<file path="config.mk">
export PLATFORM = sky130hd
export DESIGN_NAME = wm8731_i2s_ctrl
export DESIGN_NICKNAME = d
export VERILOG_FILES = /design/src/rtl/wm8731_i2s_ctrl.sv
export SDC_FILE = /design/constraint.sdc
export NUM_CORES = 1
export LEC_CHECK = 0
export ABC_AREA = 0
export BUFFER_PORTS_ARGS = -buffer_cell sky130_fd_sc_hd__buf_2
export CORE_AREA = 3 3 152 154
export CTS_BUF_LIST = sky130_fd_sc_hd__clkbuf_8
export CTS_CLUSTER_SIZE = 25
export DETAILED_ROUTE_END_ITERATION = 10
export DIE_AREA = 0 0 155 157
export MAX_ROUTING_LAYER = met4
export PLACE_DENSITY = 0.52
export SLEW_MARGIN = 20
export SYNTH_ARGS = -nofsm -noshare
export SYNTH_HDL_FRONTEND = slang
export SYNTH_SLANG_ARGS = --single-unit
export TNS_END_PERCENT = 50
</file>
<file path="constraint.sdc">
create_clock -name iCLK -period 3.8 [get_ports iCLK]
set_input_delay 0.95 -clock iCLK [delete_from_list [all_inputs] [get_ports iCLK]]
set_output_delay 0.95 -clock iCLK [all_outputs]
set_load 0.1 [all_outputs]
</file>
<file path="src/rtl/wm8731_i2s_ctrl.sv">
// -----------------------------------------------------------------------------
// wm8731_i2s_ctrl
//
// I2S audio-interface master for a WM8731 codec running in slave mode.
// Derives BCLK and a shared ADC/DAC LRCLK from the system clock, serialises
// stereo DAC samples taken over a valid/ready handshake, and deserialises ADC
// samples into a registered stereo word with a one-cycle valid strobe.
//
// Frame layout: 2*SLOT_W BCLK periods per frame, left slot first (LRCLK low).
// Inside each slot, positions 1..DATA_W carry the sample MSB first (I2S puts
// the MSB one BCLK after the LR edge). All other positions are zero.
// Data and LRCLK change on BCLK falls, and the codec samples on BCLK rises.
//
// Ports
//   iCLK, iRST_N          system clock, asynchronous active-low reset
//   en                    run enable (configuration-done flag)
//   dac_l, dac_r          DAC sample pair, two's complement
//   dac_valid, dac_ready  handshake into the single-entry holding register
//   adc_l, adc_r          last captured ADC pair
//   adc_valid             one-cycle strobe when adc_l/adc_r update
//   underrun              one-cycle strobe: frame started with nothing held
//   WM_BCLK               bit clock to the codec
//   WM_ADCLRC, WM_DACLRC  LR clock (identical)
//   WM_DACDAT             serial DAC data to the codec
//   WM_ADCDAT             serial ADC data from the codec (asynchronous)
//
// Parameters: CLK_DIV >= 4, SLOT_W >= DATA_W+1, DATA_W >= 2.
// -----------------------------------------------------------------------------
module wm8731_i2s_ctrl #(
    parameter int CLK_DIV = 8,
    parameter int SLOT_W  = 32,
    parameter int DATA_W  = 16
) (
    input  logic              iCLK,
    input  logic              iRST_N,
    input  logic              en,
    input  logic [DATA_W-1:0] dac_l,
    input  logic [DATA_W-1:0] dac_r,
    input  logic              dac_valid,
    output logic              dac_ready,
    output logic [DATA_W-1:0] adc_l,
    output logic [DATA_W-1:0] adc_r,
    output logic              adc_valid,
    output logic              underrun,
    output logic              WM_BCLK,
    output logic              WM_ADCLRC,
    output logic              WM_DACLRC,
    output logic              WM_DACDAT,
    input  logic              WM_ADCDAT
);

    localparam int DIV_W = $clog2(CLK_DIV);
    localparam int BIT_W = $clog2(2 * SLOT_W);
    localparam int TX_W  = 2 * DATA_W;

    localparam logic [DIV_W-1:0] DIV_LAST  = DIV_W'(CLK_DIV - 1);
    localparam logic [BIT_W-1:0] BIT_LAST  = BIT_W'(2 * SLOT_W - 1);
    localparam logic [BIT_W-1:0] SLOT_LEN  = BIT_W'(SLOT_W);
    localparam logic [BIT_W-1:0] LAST_DATA = BIT_W'(DATA_W);

    // Position of a BCLK period inside its channel slot.
    function automatic logic [BIT_W-1:0] slot_pos(input logic [BIT_W-1:0] idx);
        return (idx >= SLOT_LEN) ? idx - SLOT_LEN : idx;
    endfunction

    // Positions 1..DATA_W carry sample bits, everything else is padding.
    function automatic logic is_data_pos(input logic [BIT_W-1:0] pos);
        return (pos != '0) && (pos <= LAST_DATA);
    endfunction

    // ------------------------------------------------------------------------
    // State
    // ------------------------------------------------------------------------
    logic [DIV_W-1:0]  div_cnt_q,   div_cnt_d;
    logic              bclk_q,      bclk_d;
    logic [BIT_W-1:0]  bit_cnt_q,   bit_cnt_d;
    logic              lrclk_q,     lrclk_d;
    logic              dacdat_q,    dacdat_d;
    logic [TX_W-1:0]   tx_sh_q,     tx_sh_d;
    logic [DATA_W-1:0] hold_l_q,    hold_l_d;
    logic [DATA_W-1:0] hold_r_q,    hold_r_d;
    logic              hold_full_q, hold_full_d;
    logic              underrun_q,  underrun_d;
    logic [1:0]        adc_sync_q,  adc_sync_d;
    logic [DATA_W-1:0] rx_l_q,      rx_l_d;
    logic [DATA_W-1:0] rx_r_q,      rx_r_d;
    logic [DATA_W-1:0] adc_l_q,     adc_l_d;
    logic [DATA_W-1:0] adc_r_q,     adc_r_d;
    logic              adc_valid_q, adc_valid_d;

    // ------------------------------------------------------------------------
    // Shared decodes
    // ------------------------------------------------------------------------
    logic             fall_evt;     // this cycle's toggle takes BCLK 1->0
    logic             frame_start;  // fall event that wraps bit_cnt to 0
    logic             accept;       // handshake completes this cycle
    logic             cur_right;    // period ending now lies in the right slot
    logic [BIT_W-1:0] bit_nxt;      // period index after this fall event
    logic [BIT_W-1:0] pos_cur;      // slot position of the period ending now
    logic [BIT_W-1:0] pos_nxt;      // slot position of the period starting

    always_comb begin
        fall_evt    = en && bclk_q && (div_cnt_q == DIV_LAST);
        frame_start = fall_evt && (bit_cnt_q == BIT_LAST);
        accept      = dac_valid && !hold_full_q;
        cur_right   = (bit_cnt_q >= SLOT_LEN);
        bit_nxt     = (bit_cnt_q == BIT_LAST) ? '0 : bit_cnt_q + BIT_W'(1);
        pos_cur     = slot_pos(bit_cnt_q);
        pos_nxt     = slot_pos(bit_nxt);
    end

    // ------------------------------------------------------------------------
    // Clock generation: BCLK divider, period index and LRCLK
    // ------------------------------------------------------------------------
    always_comb begin
        // NOTE: every combinational output gets a default before any branch,
        // otherwise an unassigned path would infer a latch.
        div_cnt_d = div_cnt_q;
        bclk_d    = bclk_q;
        bit_cnt_d = bit_cnt_q;
        lrclk_d   = lrclk_q;

        if (!en) begin
            // Disabling parks the codec clocks low and restarts the frame.
            div_cnt_d = '0;
            bclk_d    = 1'b0;
            bit_cnt_d = '0;
            lrclk_d   = 1'b0;
        end else begin
            if (div_cnt_q == DIV_LAST) begin
                div_cnt_d = '0;
                bclk_d    = !bclk_q;
            end else begin
                div_cnt_d = div_cnt_q + DIV_W'(1);
            end

            if (fall_evt) begin
                bit_cnt_d = bit_nxt;
                // Registered, so LRCLK moves together with the BCLK fall.
                lrclk_d   = (bit_nxt >= SLOT_LEN);
            end
        end
    end

    // ------------------------------------------------------------------------
    // DAC path: holding register, frame-start load and serialiser
    // ------------------------------------------------------------------------
    always_comb begin
        tx_sh_d     = tx_sh_q;
        dacdat_d    = dacdat_q;
        hold_l_d    = hold_l_q;
        hold_r_d    = hold_r_q;
        hold_full_d = hold_full_q;
        underrun_d  = 1'b0;

        if (!en) begin
            tx_sh_d  = '0;
            dacdat_d = 1'b0;
        end else if (fall_evt) begin
            if (frame_start) begin
                if (hold_full_q) begin
                    tx_sh_d     = {hold_l_q, hold_r_q};
                    hold_full_d = 1'b0;
                end else begin
                    tx_sh_d    = '0;
                    underrun_d = 1'b1;
                end
                dacdat_d = 1'b0;
            end else if (is_data_pos(pos_nxt)) begin
                // {L, R} shifts out MSB first; after DATA_W left-slot shifts
                // the right sample sits at the top for the right slot.
                dacdat_d = tx_sh_q[TX_W-1];
                tx_sh_d  = {tx_sh_q[TX_W-2:0], 1'b0};
            end else begin
                dacdat_d = 1'b0;
            end
        end

        // Accepting is only possible while empty, so it never collides with
        // the frame-start drain above. The holding register survives en=0.
        if (accept) begin
            hold_l_d    = dac_l;
            hold_r_d    = dac_r;
            hold_full_d = 1'b1;
        end
    end

    // ------------------------------------------------------------------------
    // ADC path: synchroniser, deserialiser and output register
    // ------------------------------------------------------------------------
    always_comb begin
        adc_sync_d  = {adc_sync_q[0], WM_ADCDAT};
        rx_l_d      = rx_l_q;
        rx_r_d      = rx_r_q;
        adc_l_d     = adc_l_q;
        adc_r_d     = adc_r_q;
        adc_valid_d = 1'b0;

        if (!en) begin
            // Partial words are dropped; adc_l/adc_r keep the last good pair.
            rx_l_d = '0;
            rx_r_d = '0;
        end else if (fall_evt && is_data_pos(pos_cur)) begin
            // Capture at the end of the period, well after the codec has
            // driven the bit and the synchroniser has settled.
            if (cur_right) begin
                rx_r_d = {rx_r_q[DATA_W-2:0], adc_sync_q[1]};
            end else begin
                rx_l_d = {rx_l_q[DATA_W-2:0], adc_sync_q[1]};
            end

            // Last right-channel bit: publish the pair, including that bit.
            if (cur_right && (pos_cur == LAST_DATA)) begin
                adc_l_d     = rx_l_q;
                adc_r_d     = {rx_r_q[DATA_W-2:0], adc_sync_q[1]};
                adc_valid_d = 1'b1;
            end
        end
    end

    // ------------------------------------------------------------------------
    // Registers
    // ------------------------------------------------------------------------
    // NOTE: sequential state is updated with non-blocking assignments only, so
    // every flop samples the values from before this edge.
    // NOTE: the holding and shift registers are plain flops, not RAM, so they
    // are cleared in reset along with the control state.
    always_ff @(posedge iCLK or negedge iRST_N) begin
        if (!iRST_N) begin
            div_cnt_q   <= '0;
            bclk_q      <= 1'b0;
            bit_cnt_q   <= '0;
            lrclk_q     <= 1'b0;
            dacdat_q    <= 1'b0;
            tx_sh_q     <= '0;
            hold_l_q    <= '0;
            hold_r_q    <= '0;
            hold_full_q <= 1'b0;
            underrun_q  <= 1'b0;
            adc_sync_q  <= '0;
            rx_l_q      <= '0;
            rx_r_q      <= '0;
            adc_l_q     <= '0;
            adc_r_q     <= '0;
            adc_valid_q <= 1'b0;
        end else begin
            div_cnt_q   <= div_cnt_d;
            bclk_q      <= bclk_d;
            bit_cnt_q   <= bit_cnt_d;
            lrclk_q     <= lrclk_d;
            dacdat_q    <= dacdat_d;
            tx_sh_q     <= tx_sh_d;
            hold_l_q    <= hold_l_d;
            hold_r_q    <= hold_r_d;
            hold_full_q <= hold_full_d;
            underrun_q  <= underrun_d;
            adc_sync_q  <= adc_sync_d;
            rx_l_q      <= rx_l_d;
            rx_r_q      <= rx_r_d;
            adc_l_q     <= adc_l_d;
            adc_r_q     <= adc_r_d;
            adc_valid_q <= adc_valid_d;
        end
    end

    // ------------------------------------------------------------------------
    // Outputs
    // ------------------------------------------------------------------------
    assign dac_ready = !hold_full_q;
    assign adc_l     = adc_l_q;
    assign adc_r     = adc_r_q;
    assign adc_valid = adc_valid_q;
    assign underrun  = underrun_q;
    assign WM_BCLK   = bclk_q;
    assign WM_ADCLRC = lrclk_q;
    assign WM_DACLRC = lrclk_q;
    assign WM_DACDAT = dacdat_q;

endmodule

</file>
* After elaboration in Yosys (flattened, before gate mapping)
Index checks and enable logic that the tools add are counted. Widths: inputs -> output; s select.
Word-level totals: bits in registers 144, bits in latches 0, RAM bits 0, memory bits (read-only) 0, bits of input ports 37, output and inout port bits 39, logic and storage cells 90, memories kept 0
Cells by class: $add $sub $neg 4, $mul 0, div/mod/pow operators 0, magnitude comparators 4, eq/ne operators 9, shift operators 0, mux-type cells 37, bitwise gates (word level) 0, reduce and logical (&&, ||, !) cells 20
Operators by type and width (count):
- $mux 32 | 5
- $mux 16 | 3
- $mux 15 | 3
- $mux 6 | 5
- $mux 1 | 19
- $ge 6x6->1 const B | 2
- $le 6x5->1 const B | 2
- $reduce_bool 6->1 | 2
- $sub 6x6->6 const B | 2
- $logic_and 1x1->1 | 8
- $ne 2x1->1 const B | 4
- $add 6x1->6 const B | 1
- $eq 6x5->1 const B | 1
- $eq 6x6->1 const B | 1
- $mux 3 | 2
- $reduce_and 2->1 | 3
- $reduce_and 3->1 | 2
- $reduce_bool 2->1 | 3
- $add 3x1->3 const B | 1
- $eq 3x3->1 const B | 1
- $ne 3x1->1 const B | 1
- $logic_not 1->1 | 2
- $ne 2x2->1 const B | 1

* Depth between registers and ports, before layout
Gate-level depths: netlist of run 1.
depth in word-level cells 10, gate-level depth with buffers 8, gate-level depth less buffers 6

* Worst setup path before layout of run 1
OpenSTA, ideal clock, no wires.
path type reg2reg, from register bclk_q, in the netlist WM_BCLK, to register tx_sh_q[1], setup time 0.125 ns, arrival time 2.200 ns, data required time 3.675 ns, setup slack 1.475 ns, stages on the path, launching flop included 6, buffers on the path 1, period minus slack after synthesis 2.325 ns, cell sequence dfrtp_1 nand2_1 a211o_1 nand3_4 buf_12 mux2_4
On the way: cells in the longest elaborated chain, start to end 6, elaborated cells on any way between the ends 9, classes of those cells eq/ne (2); mux (3); reduce/logical (4)
RTL lines:
- start: declaration | RTL line 75 | logic bclk_q, bclk_d;
- start signal: assignment | RTL line 248 | bclk_q <= bclk_d;
- $logic_and 1x1->1 * (2 in a row) | RTL line 103 | fall_evt = en && bclk_q && (div_cnt_q == DIV_LAST);
- $logic_and 1x1->1 | RTL line 104 | frame_start = fall_evt && (bit_cnt_q == BIT_LAST);
- $mux 32 | RTL line 160 | if (frame_start) begin
- $mux 32 | RTL line 159 | end else if (fall_evt) begin
- $mux 32 | RTL line 156 | if (!en) begin
- end signal: assignment | RTL line 252 | tx_sh_q <= tx_sh_d;
- end: declaration | RTL line 79 | logic [TX_W-1:0] tx_sh_q, tx_sh_d;
Mark *: on every way between the ends. The rest lies on a longest branch, timed or not. The select of a mux whose other input is x is not followed. A chain may end at the register's enable or synchronous reset.

* Worst setup path after layout of run 1
from register div_cnt_q[0], to register tx_sh_q[18]
On the way: cells in the longest elaborated chain, start to end 6, elaborated cells on any way between the ends 9, classes of those cells eq/ne (3); mux (3); reduce/logical (3)
RTL lines:
- start: declaration | RTL line 74 | logic [DIV_W-1:0] div_cnt_q, div_cnt_d;
- start signal: assignment | RTL line 247 | div_cnt_q <= div_cnt_d;
- $eq 3x3->1 * | RTL line 103
- $logic_and 1x1->1 * | RTL line 103
- $logic_and 1x1->1 | RTL line 104
- $mux 32 | RTL line 160
- $mux 32 | RTL line 159
- $mux 32 | RTL line 156
Marks and branches as above.

==> run_summary.xml, run 1 <==
<?xml version="1.0" encoding="UTF-8"?>
<metrics>
  <group name="synth">
    <metric name="postSynthCellCount" unit="">509</metric>
    <metric name="edff_count_synth" unit="">0</metric>
    <metric name="synthAdderAreaFrac" unit="%">0.7663</metric>
    <metric name="syn_nets" unit="">550</metric>
    <metric name="synth.top_cells.by_area" unit="">dfrtp_1 55%, mux2_2 10%, mux2i_1 9.5%</metric>
    <metric name="dominant_combinational_cell_family_by_area_after_synthesis" unit="">multiplexers</metric>
    <metric name="yosysUniqueCellTypes" unit="">42</metric>
    <metric name="yosys.area.top_type_share" unit="%">55.17</metric>
    <metric name="async_reset_ff_share" unit="%">100.0</metric>
    <metric name="mux_share_of_post_synthesis_cell_area" unit="%">27.55</metric>
    <metric name="postSynthAreaPerCell" unit="um2">12.83</metric>
    <metric name="synth_area_in_compound_gates" unit="%">1.590</metric>
    <metric name="yosys_warnings" unit="">0</metric>
    <metric name="ys.flop_type" unit="">dfrtp_1</metric>
    <metric name="synth-seq-cells" unit="">144</metric>
    <metric name="synth_simple_gate_area_share" unit="%">9.234</metric>
    <metric name="post_synthesis_share_of_cell_area_spent_on_xor_and_xnor_gates" unit="%">0.6705</metric>
    <metric name="ys_seq_area_share" unit="%">55.17</metric>
    <metric name="mappedNetlistArea" unit="um2">6531</metric>
    <metric name="synthDominantAreaCellType" unit="">dfrtp_1</metric>
  </group>
  <group name="timing">
    <metric name="achievable-frequency" unit="GHz">0.4076</metric>
    <metric name="post_route_skew" unit="ps">12.02</metric>
    <metric name="finalHoldViolCount" unit="">0</metric>
    <metric name="setup_viol_count_final" unit="">0</metric>
    <metric name="timing.final.crit_period" unit="ps">2453</metric>
    <metric name="setup_repair_after_global_routing_missed_its_margin" unit="">false</metric>
    <metric name="period_share" unit="%">64.56</metric>
    <metric name="final.setup.tns" unit="ps">0</metric>
    <metric name="max-slew-margin-rel" unit="%">35.68</metric>
    <metric name="hold-worst-slack" unit="ps">374.5</metric>
    <metric name="timing_max_transition_violations_final" unit="">0</metric>
    <metric name="worst_pin_slew" unit="ps">962.7</metric>
    <metric name="finalWorstSetupSlack" unit="ps">1347</metric>
  </group>
  <group name="clock_network">
    <metric name="clk_transition_reported_paths" unit="ps">90</metric>
    <metric name="clk_latency" unit="ps">450</metric>
    <metric name="cts-root-to-sink-buffers" unit="">2</metric>
    <metric name="cts_resized" unit="">0</metric>
    <metric name="postCtsSetupRepairBufs" unit="">0</metric>
    <metric name="htree_levels" unit="">4</metric>
    <metric name="clock_tree_from_tritoncts" unit="">done</metric>
    <metric name="ctsRootBufferMaster" unit="">clkbuf_8</metric>
    <metric name="clkSinkCount" unit="">144</metric>
    <metric name="cts_made_buffers" unit="">17</metric>
    <metric name="holdBufCountCts" unit="">0</metric>
  </group>
  <group name="power">
    <metric name="cellLeakagePower" unit="nW">4.000</metric>
    <metric name="ir_drop" unit="mV">0.2603</metric>
    <metric name="power.density_cell_area" unit="nW/um2">435.6</metric>
  </group>
  <group name="run">
    <metric name="maxCapViolations" unit="">0</metric>
  </group>
  <group name="route">
    <metric name="dr.first_iter.drc_count" unit="">142</metric>
    <metric name="detail_route.vias_per_cell" unit="">4.498</metric>
    <metric name="firstDrtPassIters" unit="">6</metric>
    <metric name="route.final.wire_length" unit="um">12140</metric>
    <metric name="route.antenna.remaining_nets" unit="">0</metric>
    <metric name="drcViolationCount" unit="">0</metric>
    <metric name="vias" unit="">3909</metric>
    <metric name="drt-wirelength-per-cell" unit="um">13.97</metric>
  </group>
  <group name="cells_and_area">
    <metric name="stdcell_area" unit="um2">7457</metric>
    <metric name="layout-area-overhead-vs-synth" unit="%">14.18</metric>
    <metric name="post_route_cells_drive_above_1_share" unit="%">35.71</metric>
    <metric name="num-nets-final" unit="">616</metric>
  </group>
  <group name="critical_path">
    <metric name="cells_traversed_along_the_worst_timing_path" unit="">ha_1 &gt; ha_1 &gt; and3_2 &gt; nand4_4 &gt; mux2i_1 &gt; mux2_4</metric>
    <metric name="required" unit="ps">4130</metric>
    <metric name="critical-path-slowest-cell" unit="">nand4_4</metric>
    <metric name="worstSetupPathType" unit="">flip-flop to flip-flop</metric>
    <metric name="cp.buffers_inverters" unit="">0</metric>
    <metric name="start_kind" unit="">flip-flop</metric>
    <metric name="critical_path.endpoint_type" unit="">flip-flop</metric>
    <metric name="cp.arrival" unit="ps">2780</metric>
    <metric name="critPathMaxStageDelay" unit="ps">630</metric>
    <metric name="critPathMostFrequentCell" unit="">ha_1</metric>
    <metric name="timing.critical_path.max_delay_family" unit="">simple AND/OR/NAND/NOR gates</metric>
    <metric name="worst-path-max-fanout" unit="">34</metric>
  </group>
  <group name="floorplan">
    <metric name="die_height" unit="um">157</metric>
    <metric name="rows" unit="">54</metric>
    <metric name="ios" unit="">76</metric>
    <metric name="floorplan.core_area" unit="um2">21820</metric>
    <metric name="floorplan.initialDensity" unit="%">29.93</metric>
    <metric name="die-width" unit="um">155</metric>
    <metric name="dieArea" unit="um2">24340</metric>
  </group>
  <group name="global_route">
    <metric name="grt_pass1_wl" unit="um">20370</metric>
    <metric name="grt_max_degree" unit="">73</metric>
    <metric name="overflow" unit="">0</metric>
    <metric name="grt_antenna_before_repair" unit="">1</metric>
    <metric name="vias_in_the_first_global_route" unit="">3996</metric>
    <metric name="grt_util_all_layers" unit="%">10.73</metric>
  </group>
  <group name="placement">
    <metric name="detailedPlace.worstSlack" unit="ps">1017</metric>
    <metric name="post-dp-hpwl" unit="um">8030</metric>
    <metric name="port_buffers" unit="">75</metric>
    <metric name="place_area" unit="um2">7072</metric>
    <metric name="gp_routability_congestion" unit="">0.7020</metric>
  </group>
  <group name="min_path">
    <metric name="hold_path.class" unit="">flip-flop to flip-flop</metric>
  </group>
  <group name="outcome">
    <metric name="outcome" unit="">completed</metric>
  </group>
</metrics>
[state kept, by name, summed over array words and instances (netlist names)]
register / count
WM_ADCLRC: 1
WM_BCLK: 1
WM_DACDAT: 1
adc_l: 16
adc_r: 16
adc_sync_q: 2
adc_valid: 1
bit_cnt_q: 6
div_cnt_q: 3
hold_full_q: 1
hold_l_q: 16
hold_r_q: 16
rx_l_q: 16
rx_r_q: 15
tx_sh_q: 32
underrun: 1
[Yosys cell counts (3+ instances only)]
| cell type | n |
|---|---|
| dfrtp_1 | 144 |
| nand2_1 | 104 |
| mux2i_1 | 62 |
| mux2_2 | 60 |
| mux2_4 | 29 |
| inv_1 | 19 |
| clkbuf_1 | 11 |
| and2_1 | 8 |
| buf_2 | 7 |
| buf_6 | 7 |
| mux2_1 | 6 |
| buf_4 | 4 |
| ha_1 | 4 |
| a21boi_0 | 3 |
| a31oi_1 | 3 |
| buf_12 | 3 |
| nand3_1 | 3 |
| xnor2_1 | 3 |
[report_power, final]
| group | switching, mW | internal, mW | total, mW |
|---|---|---|---|
| Clock | 0.659 | 0.539 | 1.20 |
| Sequential | 0.0757 | 1.67 | 1.74 |
| Combinational | 0.144 | 0.163 | 0.308 |
| Total | 0.879 | 2.37 | 3.25 |
[cell type report]
type	instances	area, um2
inverters	19	71.32
well taps	280	350.3
repair buffers	81	439.2
multi-input cells	312	2608
fillers	2162	14370
clock buffers	17	234.0
diodes	1	2.502
flip-flops and latches	144	3603
clock inverters	15	148.9
[through the flow]
stage / utilization (%) / instances / power, mW
after global routing: 34.17 / 869 / 3.416
after global placement: 32.40 / 836 / 2.079
after detailed placement: 32.40 / 836 / 2.096
after CTS: 34.16 / 868 / 3.314
final: 34.17 / 869 / 3.248
after floorplan: - / 509 / 1.980
[cells in the final DEF, fill, tap and decap left out, types with 2 or more instances in the layout]
| master | synthesis | final |
|---|---|---|
| or3_1 | 2 | 2 |
| xor2_1 | 2 | 2 |
| nand2_1 | 104 | 104 |
| nor2_1 | 2 | 2 |
| clkinvlp_4 | 0 | 2 |
| ha_1 | 4 | 4 |
| clkinv_4 | 0 | 2 |
| a21boi_0 | 3 | 3 |
| mux2i_1 | 62 | 62 |
| mux2_2 | 60 | 60 |
| nor3b_1 | 2 | 2 |
| and2_1 | 8 | 8 |
| inv_1 | 19 | 19 |
| buf_2 | 7 | 74 |
| dfrtp_1 | 144 | 144 |
| xnor2_1 | 3 | 3 |
| clkbuf_8 | 0 | 17 |
| mux2_1 | 6 | 6 |
| mux2_4 | 29 | 29 |
| nand3_1 | 3 | 3 |
| buf_4 | 4 | 5 |
| a31oi_1 | 3 | 3 |
| o211ai_1 | 2 | 2 |
| inv_6 | 0 | 8 |
[path summary, 6_finish.rpt]
path                       slack, ps  cells after the start               startpoint                  endpoint
min in group asynchronous        500                      1                   iRST_N     adc_r[10]$_DFFE_PN0P_
hold / removal                   370                      0  adc_sync_q[0]$_DFF_PN0_   adc_sync_q[1]$_DFF_PN0_
max in group asynchronous       2550                      2                   iRST_N  hold_r_q[15]$_DFFE_PN0P_
setup reg to reg                1350                      6   div_cnt_q[0]$_DFF_PN0_   tx_sh_q[18]$_DFFE_PN0P_
hold reg to reg                  370                      0  adc_sync_q[0]$_DFF_PN0_   adc_sync_q[1]$_DFF_PN0_
setup / recovery                1350                      6   div_cnt_q[0]$_DFF_PN0_   tx_sh_q[18]$_DFFE_PN0P_
[layer usage]
| metal | track usage (%) | share of wire, % | vias to the layer above |
|---|---|---|---|
| met5 | - | 0 | - |
| met4 | 3.659 | 1.1 | 0 |
| met3 | 3.189 | 5.8 | 10 |
| met2 | 16.17 | 46 | 93 |
| met1 | 13.85 | 48 | 1952 |
| li1 | - | - | 1854 |
[kinds of logic after synthesis]
logic type	after synthesis
AOI/OAI and AO/OA	14
xor gates and xnor gates	5
adders and majority gates	4
buffers and inverters	53
DFF	144
muxes	157
and+or+nand+nor	132
No activity file was read; power rests on OpenSTA's default activity.
==> inputs of run 2 (changes only) <==
- PLACE_DENSITY: 0.52 -> 0.54
- clock period: 3.8 -> 2.15 ns (I/O delays scaled with it)
==> run 2 against run 1 <==
  * Core utilization rose by 1.3 points
  * Wire length rose by 4.5%
  * Final area grew 3.7%
  * Combinational power grew 86%
  * Flip-flop and latch count did not move
  * Non-clock buffer count is 16 higher
  * Die area unchanged
  * Hold slack got worse by 170 ps
  * Critical path type unchanged
  * Highest routed layer unchanged
  * Total power grew 83%
  * Count of clock-buffer cells in the layout did not move
==> run_summary.xml, run 2 (same netlist as run 1, synthesis figures left out) <==
<?xml version="1.0" encoding="UTF-8"?>
<metrics>
  <group name="route">
    <metric name="firstDrtPassIters" unit="">5</metric>
    <metric name="vias" unit="">3952</metric>
    <metric name="dr.first_iter.drc_count" unit="">147</metric>
    <metric name="drt-wirelength-per-cell" unit="um">14.35</metric>
    <metric name="route.final.wire_length" unit="um">12690</metric>
    <metric name="detail_route.vias_per_cell" unit="">4.471</metric>
    <metric name="route.antenna.remaining_nets" unit="">0</metric>
    <metric name="drcViolationCount" unit="">0</metric>
  </group>
  <group name="power">
    <metric name="cellLeakagePower" unit="nW">4.130</metric>
    <metric name="power.density_cell_area" unit="nW/um2">767.7</metric>
    <metric name="ir_drop" unit="mV">0.5023</metric>
  </group>
  <group name="clock_network">
    <metric name="ctsRootBufferMaster" unit="">clkbuf_8</metric>
    <metric name="postCtsSetupRepairBufs" unit="">0</metric>
    <metric name="cts-root-to-sink-buffers" unit="">2</metric>
    <metric name="cts_made_buffers" unit="">17</metric>
    <metric name="clk_latency" unit="ps">450</metric>
    <metric name="clock_tree_from_tritoncts" unit="">done</metric>
    <metric name="htree_levels" unit="">4</metric>
    <metric name="clk_transition_reported_paths" unit="ps">80</metric>
    <metric name="clkSinkCount" unit="">144</metric>
  </group>
  <group name="run">
    <metric name="maxCapViolations" unit="">0</metric>
  </group>
  <group name="critical_path">
    <metric name="regToRegStartpoint" unit="">div_cnt_q[0]$_DFF_PN0_</metric>
    <metric name="worstSetupPathType" unit="">flip-flop to flip-flop</metric>
    <metric name="worst-path-max-fanout" unit="">18</metric>
    <metric name="setup.worst_path.start" unit="">div_cnt_q[0]$_DFF_PN0_</metric>
    <metric name="start_kind" unit="">flip-flop</metric>
    <metric name="required" unit="ps">2480</metric>
    <metric name="critical_path.endpoint_type" unit="">flip-flop</metric>
    <metric name="cp.arrival" unit="ps">2350</metric>
  </group>
  <group name="min_path">
    <metric name="worstHoldStart" unit="">WM_ADCDAT</metric>
    <metric name="hold_path.class" unit="">input port to flip-flop</metric>
  </group>
  <group name="floorplan">
    <metric name="floorplan.initialDensity" unit="%">29.93</metric>
    <metric name="die_height" unit="um">157</metric>
    <metric name="ios" unit="">76</metric>
    <metric name="die-width" unit="um">155</metric>
    <metric name="dieArea" unit="um2">24340</metric>
    <metric name="rows" unit="">54</metric>
    <metric name="floorplan.core_area" unit="um2">21820</metric>
  </group>
  <group name="placement">
    <metric name="placed_cells_incl_taps" unit="">851</metric>
    <metric name="place_area" unit="um2">7298</metric>
    <metric name="port_buffers" unit="">75</metric>
    <metric name="post-dp-hpwl" unit="um">8513</metric>
    <metric name="gp_routability_congestion" unit="">0.7639</metric>
  </group>
  <group name="global_route">
    <metric name="grt_util_all_layers" unit="%">11.32</metric>
    <metric name="grt_pass1_wl" unit="um">21600</metric>
    <metric name="vias_in_the_first_global_route" unit="">4235</metric>
    <metric name="grt_max_degree" unit="">72</metric>
    <metric name="grt_antenna_before_repair" unit="">0</metric>
    <metric name="overflow" unit="">0</metric>
  </group>
  <group name="timing">
    <metric name="timing.final.crit_period" unit="ps">2015</metric>
    <metric name="setup_viol_count_final" unit="">0</metric>
    <metric name="hold-worst-slack" unit="ps">206.1</metric>
    <metric name="final.setup.tns" unit="ps">0</metric>
    <metric name="post_route_skew" unit="ps">15.69</metric>
    <metric name="worst_pin_slew" unit="ps">555.5</metric>
    <metric name="timing_max_transition_violations_final" unit="">0</metric>
    <metric name="setup_repair_after_global_routing_missed_its_margin" unit="">false</metric>
    <metric name="achievable-frequency" unit="GHz">0.4962</metric>
    <metric name="max-slew-margin-rel" unit="%">63.22</metric>
    <metric name="finalHoldViolCount" unit="">0</metric>
    <metric name="period_share" unit="%">93.73</metric>
  </group>
  <group name="cells_and_area">
    <metric name="post_route_cells_drive_above_1_share" unit="%">37.75</metric>
    <metric name="final_core_occ" unit="%">35.45</metric>
    <metric name="commonest_non_fill_non_tap_cell_in_the_layout" unit="">dfrtp_1</metric>
    <metric name="num-nets-final" unit="">632</metric>
    <metric name="layout-area-overhead-vs-synth" unit="%">18.45</metric>
    <metric name="finalNonFillerCells" unit="">884</metric>
    <metric name="stdcell_area" unit="um2">7736</metric>
    <metric name="most-common-layout-cells" unit="">143 x dfrtp_1, 104 x nand2_1, 73 x buf_2</metric>
    <metric name="multiInputGateArea" unit="um2">2614</metric>
    <metric name="n_antenna_cell" unit="">0</metric>
    <metric name="fillCellCount" unit="">2139</metric>
    <metric name="largest_reg_flops" unit="">32</metric>
    <metric name="largest_register" unit="">tx_sh_q</metric>
    <metric name="final-seq-area" unit="um2">3605</metric>
  </group>
  <group name="outcome">
    <metric name="outcome" unit="">completed</metric>
  </group>
</metrics>
==> run 2: cell count changes in the layout (fill, tap and decap cells not counted), sizes merged, moves of 2 or more <==
cell,previous run,this run
clkinvlp,2,4
inv,28,23
bufinv,1,3
buf,81,95
==> run 2: layout make-up <==
cell class              count  share of cell area (%)
flip-flops and latches    144                   46.60
multi-input cells         312                   33.79
repair buffers             97                   8.750
well taps                 280                   4.529
clock buffers              17                   3.024
clock inverters            15                   2.394
inverters                  19                  0.9219
==> run 2: repair_timing <==
item / CTS / global route
hold endpoints to repair: 14 / 0
endpoints found under the setup margin: 0 / 24
gates resized for setup: 0 / 3
hold buffers: 1 / 0
==> run 2: power breakdown <==
| part | leakage [nW] | switching, mW | internal [mW] |
|---|---|---|---|
| registers | 1.93 | 0.144 | 2.95 |
| logic | 2.00 | 0.265 | 0.308 |
| clock network | 0.201 | 1.11 | 1.16 |
| total | 4.13 | 1.52 | 4.42 |
==> run 2: worst max-delay path, cell delays in order (launching register included) <==
cell	delay (ps)
dfrtp_1	360
ha_1	150
ha_1	260
and3_2	280
nand4_4	200
buf_12	250
mux2i_1	140
mux2_4	260
==> run 2: worst paths after layout <==
kind / endpoint / slack [ps] / cells after the start
min: adc_sync_q[0]$_DFF_PN0_ / 210 / 1
min reg2reg: adc_sync_q[1]$_DFF_PN0_ / 350 / 0
min in group asynchronous: adc_r[8]$_DFFE_PN0P_ / 580 / 2
max reg2reg: tx_sh_q[8]$_DFFE_PN0P_ / 130 / 7
max in group asynchronous: tx_sh_q[22]$_DFFE_PN0P_ / 960 / 3
max: tx_sh_q[8]$_DFFE_PN0P_ / 130 / 7
==> run 2: through the flow <==
step | setup slack [ps] | power, mW
6_report | 134.8 | 5.939
5_1_grt | 6.542 | 6.254
4_1_cts | 25.55 | 6.057
3_5_place_dp | 121.7 | 3.736
3_3_place_gp | 186.7 | 3.701
2_1_floorplan | 175.1 | 3.500
==> run 2: metal layers <==
metal	routed length, um	up-vias	GRT usage [%]
met2	5787	89	17.04
met1	6115	1973	15.00
met5	0	-	-
met3	636	12	2.914
li1	-	1878	-
met4	149	0	3.659
